**config.mk**
```make
export PLATFORM = sky130hd
export DESIGN_NAME = alu_seq_ctrl
export DESIGN_NICKNAME = d
export VERILOG_FILES = /design/src/rtl/alu_seq_ctrl.sv
export SDC_FILE = /design/constraint.sdc
export NUM_CORES = 1
export LEC_CHECK = 0
export ABC_AREA = 0
export ABC_CLOCK_PERIOD_IN_PS = 3900
export CORE_UTILIZATION = 30
export DETAILED_ROUTE_END_ITERATION = 12
export PLACE_DENSITY = 0.49
export SLEW_MARGIN = 20
export SYNTH_ARGS = -nofsm -noshare
export SYNTH_HDL_FRONTEND = slang
export SYNTH_SLANG_ARGS = --single-unit
```
**constraint.sdc**
```tcl
create_clock -name clk -period 3.9 [get_ports clk]
set_input_delay 1.17 -clock clk [delete_from_list [all_inputs] [get_ports clk]]
set_output_delay 1.17 -clock clk [all_outputs]
set_load 0.01 [all_outputs]
```
**src/rtl/alu_seq_ctrl.sv**
```systemverilog
// alu_seq_ctrl: multi-cycle execute sequencer around the core ALU.
// Single-cycle ops finish in one clock. Shifts iterate one bit per cycle,
// so the datapath needs no barrel shifter. Uses a valid/ready request and
// response handshake.
module alu_seq_ctrl #(
    parameter int XLEN    = 32,
    parameter int SHAMT_W = 5
) (
    input  logic                clk,
    input  logic                rst,
    input  logic                req_valid,
    output logic                req_ready,
    input  logic [3:0]          alufn,
    input  logic [XLEN-1:0]     op_a,
    input  logic [XLEN-1:0]     op_b,
    output logic                resp_valid,
    input  logic                resp_ready,
    output logic [XLEN-1:0]     result,
    output logic                zero,
    output logic                busy
);

    localparam logic [3:0] FN_ADD  = 4'b0000;
    localparam logic [3:0] FN_SUB  = 4'b0001;
    localparam logic [3:0] FN_PASS = 4'b0011;
    localparam logic [3:0] FN_OR   = 4'b0100;
    localparam logic [3:0] FN_AND  = 4'b0101;
    localparam logic [3:0] FN_XOR  = 4'b0111;
    localparam logic [3:0] FN_SLL  = 4'b1000;
    localparam logic [3:0] FN_SRL  = 4'b1001;
    localparam logic [3:0] FN_SRA  = 4'b1010;
    localparam logic [3:0] FN_SLT  = 4'b1101;
    localparam logic [3:0] FN_SLTU = 4'b1111;

    // Low two bits of the shift opcodes, kept as the latched shift type
    localparam logic [1:0] ST_SLL = 2'b00;
    localparam logic [1:0] ST_SRL = 2'b01;
    localparam logic [1:0] ST_SRA = 2'b10;

    typedef enum logic [1:0] {IDLE, SHIFT, DONE} state_t;

    state_t               state;
    logic [XLEN-1:0]      acc;
    logic [SHAMT_W-1:0]   cnt;
    logic [1:0]           styp;

    logic                 is_shift;
    logic [SHAMT_W-1:0]   shamt;
    logic [XLEN-1:0]      alu_f;
    logic [XLEN-1:0]      acc_nxt;

    assign shamt    = op_b[SHAMT_W-1:0];
    assign is_shift = (alufn == FN_SLL) || (alufn == FN_SRL) || (alufn == FN_SRA);

    // Single-cycle function set; unlisted codes produce zero
    always_comb begin
        alu_f = '0;
        case (alufn)
            FN_ADD:  alu_f = op_a + op_b;
            FN_SUB:  alu_f = op_a - op_b;
            FN_PASS: alu_f = op_b;
            FN_OR:   alu_f = op_a | op_b;
            FN_AND:  alu_f = op_a & op_b;
            FN_XOR:  alu_f = op_a ^ op_b;
            FN_SLT:  alu_f = {{(XLEN-1){1'b0}}, ($signed(op_a) < $signed(op_b))};
            FN_SLTU: alu_f = {{(XLEN-1){1'b0}}, (op_a < op_b)};
            default: alu_f = '0;
        endcase
    end

    // One-bit step of the iterative shifter
    always_comb begin
        acc_nxt = acc;
        case (styp)
            ST_SLL:  acc_nxt = {acc[XLEN-2:0], 1'b0};
            ST_SRL:  acc_nxt = {1'b0, acc[XLEN-1:1]};
            ST_SRA:  acc_nxt = {acc[XLEN-1], acc[XLEN-1:1]};
            default: acc_nxt = acc;
        endcase
    end

    // Sequencer FSM with registered handshake/status outputs
    always_ff @(posedge clk) begin
        if (rst) begin
            state      <= IDLE;
            result     <= '0;
            acc        <= '0;
            cnt        <= '0;
            styp       <= ST_SLL;
            req_ready  <= 1'b1;
            resp_valid <= 1'b0;
            busy       <= 1'b0;
        end else begin
            case (state)
                IDLE: begin
                    if (req_valid) begin
                        req_ready <= 1'b0;
                        busy      <= 1'b1;
                        if (is_shift && (shamt != '0)) begin
                            acc   <= op_a;
                            cnt   <= shamt;
                            styp  <= alufn[1:0];
                            state <= SHIFT;
                        end else begin
                            // zero-length shift degenerates to a pass of op_a
                            result     <= is_shift ? op_a : alu_f;
                            resp_valid <= 1'b1;
                            state      <= DONE;
                        end
                    end
                end
                SHIFT: begin
                    acc <= acc_nxt;
                    cnt <= cnt - 1'b1;
                    if (cnt == 1) begin
                        result     <= acc_nxt;
                        resp_valid <= 1'b1;
                        state      <= DONE;
                    end
                end
                DONE: begin
                    if (resp_ready) begin
                        resp_valid <= 1'b0;
                        req_ready  <= 1'b1;
                        busy       <= 1'b0;
                        state      <= IDLE;
                    end
                end
                default: begin
                    state      <= IDLE;
                    req_ready  <= 1'b1;
                    resp_valid <= 1'b0;
                    busy       <= 1'b0;
                end
            endcase
        end
    end

    // Branch-compare flag, only meaningful while a response is presented
    assign zero = resp_valid && (result == '0);

endmodule

```
==> run metrics <==
wire length after detailed routing between 40,000 and 50,000 µm; Worst Hold End acc[16]; worst-skew pair later-pin latency 0.36 ns; Seq cells post-synth 76; peak fanout along the critical path 4; Max stage delay on crit path 0.54 ns; number of enable-type register cells in the synthesized netlist 0; per-instance average area after synthesis 6.70 µm²; Gate power share 0.525; CTS sink cnt 76; cell occurring most often along the worst timing path or4_4; Yosys warnings 0; clock tree root driver cell clkbuf_16; layout-stage area growth over the synthesis result 43.7%; GRT overflow 0; post-route antenna net violation count 0; final critical path time including I/O delays and setup 3.81 ns; synth top area cells dfxtp_1 (16%), ha_1 (15%), a21oi_1 (9.7%); number of antenna violations at the first check in global routing 0; starting DRC count in detailed routing 1,018; Final period util 0.978; capture instance of the worst register-to-register path result[27]; met3 Usage GRT 0.0259; first-pass GRT wire length 68,400 µm; Int Pwr 2400 µW; detailed-route wire length per cell 20.6 µm; post-synthesis cell type with the largest combined area dfxtp_1; cells after synthesis 1,454; startpoint of the worst-slack reg-to-reg timing path state[0]; areal power density over the cells between 200 and 300 nW/µm²; I/O pin count 108; Worst R2R Path Depth 10; final count of negative-setup-slack endpoints 0; proportion of layout cells with a drive suffix above 1 0.230; count of cells along the worst hold path 2; Mapped Nets 1,643; final clock skew 0.00683 ns; Worst-Margin Slew 0.744 ns; Post-Synthesis Cell Area 9740 µm²; Net Sw Power approximately 1700 µW; effective utilization at floorplan 0.307; count of different cell masters after synthesis 75; worst voltage drop across the vdd grid 216 µV; total count of hold-check failures in the final report 0; Final Slew Violations 0; Worst Path Class, Setup input pin to flop; gr busiest metal met2; DRC violations left 0; Buf/Inv on CP 3; number of standard cells in the final layout excluding fillers 2,177; die span in y 182 µm; CTS clk-pin slew, worst paths 0.07 ns; maximum root-to-sink buffer count 2; Die ar. 33,200 µm²; count of TritonRoute iterations in the first routing pass 6; max-cap violations 0; required time reported for the critical path endpoint ~4.2 ns; arrival time of data at the critical path endpoint 4.06 ns; critical path cell sequence dlygate4sd2_1 > inv_2 > ha_4 > or4_4 > or4_4 > o2111ai_4 > nand4_4 > nand3_2 > buf_4 > a311o_1 > a21o_1 > a31oi_1 > o221a_2; Finished Core Util 0.441; leakage power summed over all cells approximately 0.0060 µW; proportion of power drawn by the clock network 0.223; area of the core region 31,700 µm²; placed cell count 2,154; via count of the routed design between 10k and 15k; kind of cell with the highest combined delay on the critical path simple AND/OR/NAND/NOR gates; number of nets in the layout just under 2k; placed wire-length estimate after detailed placement 35,300 µm; Hold/Removal Path Class flop to flop; CTS tree built; # diodes 0; most used flip-flop cell after synthesis dfxtp_1; total number of placement rows 65; fraction of post-synthesis cell area in the top cell type by area 0.156; Design Power 4140 µW; pin count of the biggest net entering global routing 82; highest clock frequency the design can meet 0.262 GHz; fraction of met2 tracks used by global routing 0.423; CP startpoint kind input pin; hold-fix buffer count after cts 0; fraction of synthesis flops using an asynchronous set or reset pin 0; count of port buffers added during placement 107; gpl congestion roughly 0.94; Sw Share 0.420; global-route usage over all layers 0.267; Vias/cell about 5.5; flop-to-flop setup slack 0.98 ns; H-tree Lvls 3; horizontal die dimension 182 µm; outcome finished clean; sequential cell fraction of total power 0.252; standard cell with the maximum stage delay on the critical path or4_4; endpoint kind of the worst setup timing path flop; fraction of the yosys area taken by sequential cells 0.156; via count of the first global-routing pass 11.5k; Hold Crit Start acc[16]; Num CTS Buffers 9; Rel. slew slack 0.504; met1 usage in global routing 0.384
-- cells by family after synthesis --
family | after synthesis | share of synthesized area
xor+xnor | 13 | 0.0117
compound gates | 526 | 0.347
flops | 76 | 0.156
simple gates | 500 | 0.236
mux | 15 | 0.0158
buf+inv | 207 | 0.0809
fa+ha+maj | 117 | 0.152
-- cell usage after synthesis (6+ instances only) --
cell type and instances:
a31oi_1 15, mux2i_1 12, o21ai_0 86, xnor2_1 10
dfxtp_1 76, o21a_1 6, a21oi_1 188, a211oi_1 56
nand4_1 12, nand2_1 89, and3_1 7, a311oi_1 8
inv_1 109, nand2b_1 14, ha_1 115, a2111oi_0 8
o21bai_1 13, or3_1 13, a221oi_1 21, nor2_1 215
nor4_1 12, o31ai_1 11, o211ai_1 21, buf_1 16
a21o_1 17, nand3_1 24, a22oi_1 14, o22ai_1 8
clkbuf_1 76, nor2b_1 34, nor3_1 56
-- state kept, by name, indices dropped and copies added (netlist names) --
register / count
acc: 32
result: 32
cnt: 5
state: 2
styp: 2
busy: 1
req_ready: 1
resp_valid: 1
-- worst min-delay path: stages (launching register included) --
cell	delay, ns
dfxtp_1	0.32
nor2_1	0.10
a211oi_1	0.05
-- metal layers --
metal  share of wire  vias up  wire (µm)
met5               0        -          0
met4           0.023        0       1010
met3           0.051       59       2290
met2            0.44      380      19700
met1            0.49     5664      21800
li1                -     5894          -
-- timing repair --
| action | 4_1_cts | 5_1_grt |
|---|---|---|
| setup buffers | 7 | 0 |
| setup endpoints to repair | 23 | 26 |
| gates resized for setup | 62 | 64 |
| gates cloned | 0 | 0 |
| pin swaps | 23 | 23 |
-- worst max-delay path by stage --
stage	start	to	slack (ns)	cells past startpoint
global placement	op_b[4]	result[29]	-0.63	13
finish	op_b[10]	result[0]	0.09	13
global route	op_a[17]	result[26]	-0.002	16
floorplan	op_a[8]	result[30]	0.10	12
CTS	op_b[2]	result[12]	0.0008	14
detailed placement	op_b[1]	result[29]	-0.71	13
-- cells in the final DEF, fill, tap and decap left out, drive strengths merged, types with 14 or more instances in the layout --
| cell type | count |
|---|---|
| a211oi | 56 |
| a21o | 17 |
| a21oi | 188 |
| a221oi | 21 |
| a22oi | 14 |
| a31oi | 16 |
| buf | 296 |
| clkdlybuf4s50 | 86 |
| dfxtp | 76 |
| dlygate4sd2 | 14 |
| ha | 115 |
| inv | 111 |
| nand2 | 89 |
| nand2b | 14 |
| nand3 | 24 |
| nor2 | 216 |
| nor2b | 34 |
| nor3 | 57 |
| o211ai | 21 |
| o21ai | 90 |
-- metrics by stage --
step           area (µm²)  worst slack (ns)  hold WS (ns)  setup TNS [ns]
6_report            14000            0.0855         0.518               0
5_1_grt             14000          -0.00243         0.536        -0.00332
4_1_cts             13700          0.000847         0.517               0
3_5_place_dp        13200            -0.706         0.507          -14.30
3_3_place_gp        13200            -0.633         0.497          -12.78
2_1_floorplan        9740             0.104         0.484               0
-- power groups by stage --
| stage | logic [µW] | registers (µW) | clock network (µW) |
|---|---|---|---|
| 2_1_floorplan | 1060 | 1030 | 0 |
| 3_5_place_dp | 2050 | 1060 | 0 |
| 4_1_cts | 2100 | 1040 | 938 |
| 5_1_grt | 2360 | 1060 | 960 |
| 6_report | 2170 | 1040 | 923 |
| 3_3_place_gp | 2050 | 1060 | 0 |
-- layout make-up --
type                            count  area (µm²)
Tap cell                          402         503
Inverter                          111         417
Timing Repair Buffer              401        3320
Fill cell                        3372       17700
Clock buffer                       10         239
Sequential cell                    76        1520
Clock inverter                      6        71.3
Multi-Input combinational cell   1171        7930
(Power assumes the default switching activity.)
==> patch, RTL diff (same flow settings) <==
The parameter `SHAMT_W` goes from 5 to 7.
--- a/src/rtl/alu_seq_ctrl.sv
+++ b/src/rtl/alu_seq_ctrl.sv
@@ -5,5 +5,5 @@
 module alu_seq_ctrl #(
     parameter int XLEN    = 32,
-    parameter int SHAMT_W = 5
+    parameter int SHAMT_W = 7
 ) (
     input  logic                clk,
Behaviour: not the same (Yosys sat finds a counterexample within 4 cycles, from zero or initial values and one cycle with rst high).
==> patch against the original RTL <==
Total power fell by 2.4%. Setup slack worse by 0.044 ns. Sequential cell count is 2 higher. Clock skew up 0.0025 ns. Area after synthesis up 0.50%. Die area increased by 0.50%. Routed wire length is 0.34% higher. Cell area up 3.3%. Combinational power fell by 4%. Maximum frequency down 1.1%. Synthesized cell count fell by 0.34%. Critical path type unchanged. Highest routed layer unchanged.
==> patch: results (changes against the original RTL) <==
clock network area share: 2.25% (+0.033 points)
Leak Pwr: 6.24 nW (+4.8%)
Routed WL: 44900 um (+0.34%)
DR vias: 12100 (+0.88%)
share of layout cells above drive strength 1: 26.4% (+3.4 points)
register cell area after layout: 1560 um^2 (+2.7%)
Seq/Total Area, Yosys: 16.0% (+0.33 points)
status: finished, final reports clean
first-pass GRT wire length: 67600 um (-1.2%)
area occupied by multi-input gates: 8000 um^2 (+0.84%)
RD Place Congestion: 0.963 (+1.9%)
GR Util All Layers: 26.5% (-0.26 points)
Clock net power: 0.000942 W (+2%)
slew margin rel.: 39.2% (-11 points)
P_comb: 0.00208 W (-4%)
Post-DP Area: 13500 um^2 (+2.5%)
buffering overhead: 25.1% (+1.4 points)
Sw Pwr: 0.00160 W (-8.1%)
DRT Pass-1 Iters: 7 (+1)
Crit Path Max Fanout: 3 (-1)
vias in the first global route: 11300 (-1.7%)
post-synthesis compound-gate area fraction: 33.6% (-1.2 points)
die area: 33400 um^2 (+0.50%)
multi-input logic portion of the cell area: 55.3% (-1.3 points)
multi-input gate count: 1159 (-1.0%)
peak supply drop: 0.214 mV (-0.98%)
placed insts: 2201 (+2.2%)
critical path data arrival time: 4.15 ns (+0.09 ns)
Distinct cells, synth: 69 (-8.0%)
## patch: changes by cell type in the layout (fill, tap and decap cells not counted), moves of 11 or more
cell	delta
ha_1	-12
inv_1	-12
dlymetal6s2s_1	+13
ha_4	+11
xnor2_1	+13
o22ai_1	+13
nand2_1	-15
o21ai_0	-11
clkdlybuf4s50_1	-18
nor2_1	+13
buf_4	+26
## patch: path summary, 6_finish.rpt
kind | endpoint | slack (ns) | depth (start not counted) | startpoint
worst min-delay path | result[11] | 0.51 | 2 | result[11]
worst max-delay path | result[29] | 0.04 | 14 | op_b[17]
worst max register to register | result[31] | 1.14 | 7 | state[1]
worst min register to register | result[11] | 0.51 | 2 | result[11]
## patch: cells by family (layout without fill, tap and decap cells)
| group | count (synthesis) | in the layout |
|---|---|---|
| adder cells (fa/ha/maj) | 117 | 117 |
| buffers and inverters | 212 | 554 |
| multiplexers | 21 | 21 |
| AO/OA/AOI/OAI | 511 | 511 |
| flip-flops | 78 | 78 |
| XOR/XNOR | 26 | 26 |
| AND/OR/NAND/NOR | 484 | 484 |
## patch: worst register-to-register path, stage by stage, from the launching register on
cell	delay (ns)
dfxtp_1	0.47
nand2b_2	0.44
and2_1	0.31
a21oi_1	0.31
nand2_1	0.10
a2111oi_0	0.64
o21ai_1	0.14
a22o_1	0.24
## patch: what timing repair did
action / CTS / global route
setup buffers: 3 / 7
pin swaps: 36 / 37
setup endpoints to repair: 27 / 19
gates resized for setup: 115 / 76
hold buffers: 0 / 0
## patch: routing by layer
layer  track usage (%)  vias to the layer above  share of wire [%]
li1                  -                     5892                  -
met1              38.0                     5714                 47
met2              41.1                      444                 43
met3              4.25                       53                7.2
met4              5.68                        0                2.0
met5                 0                        -                  0
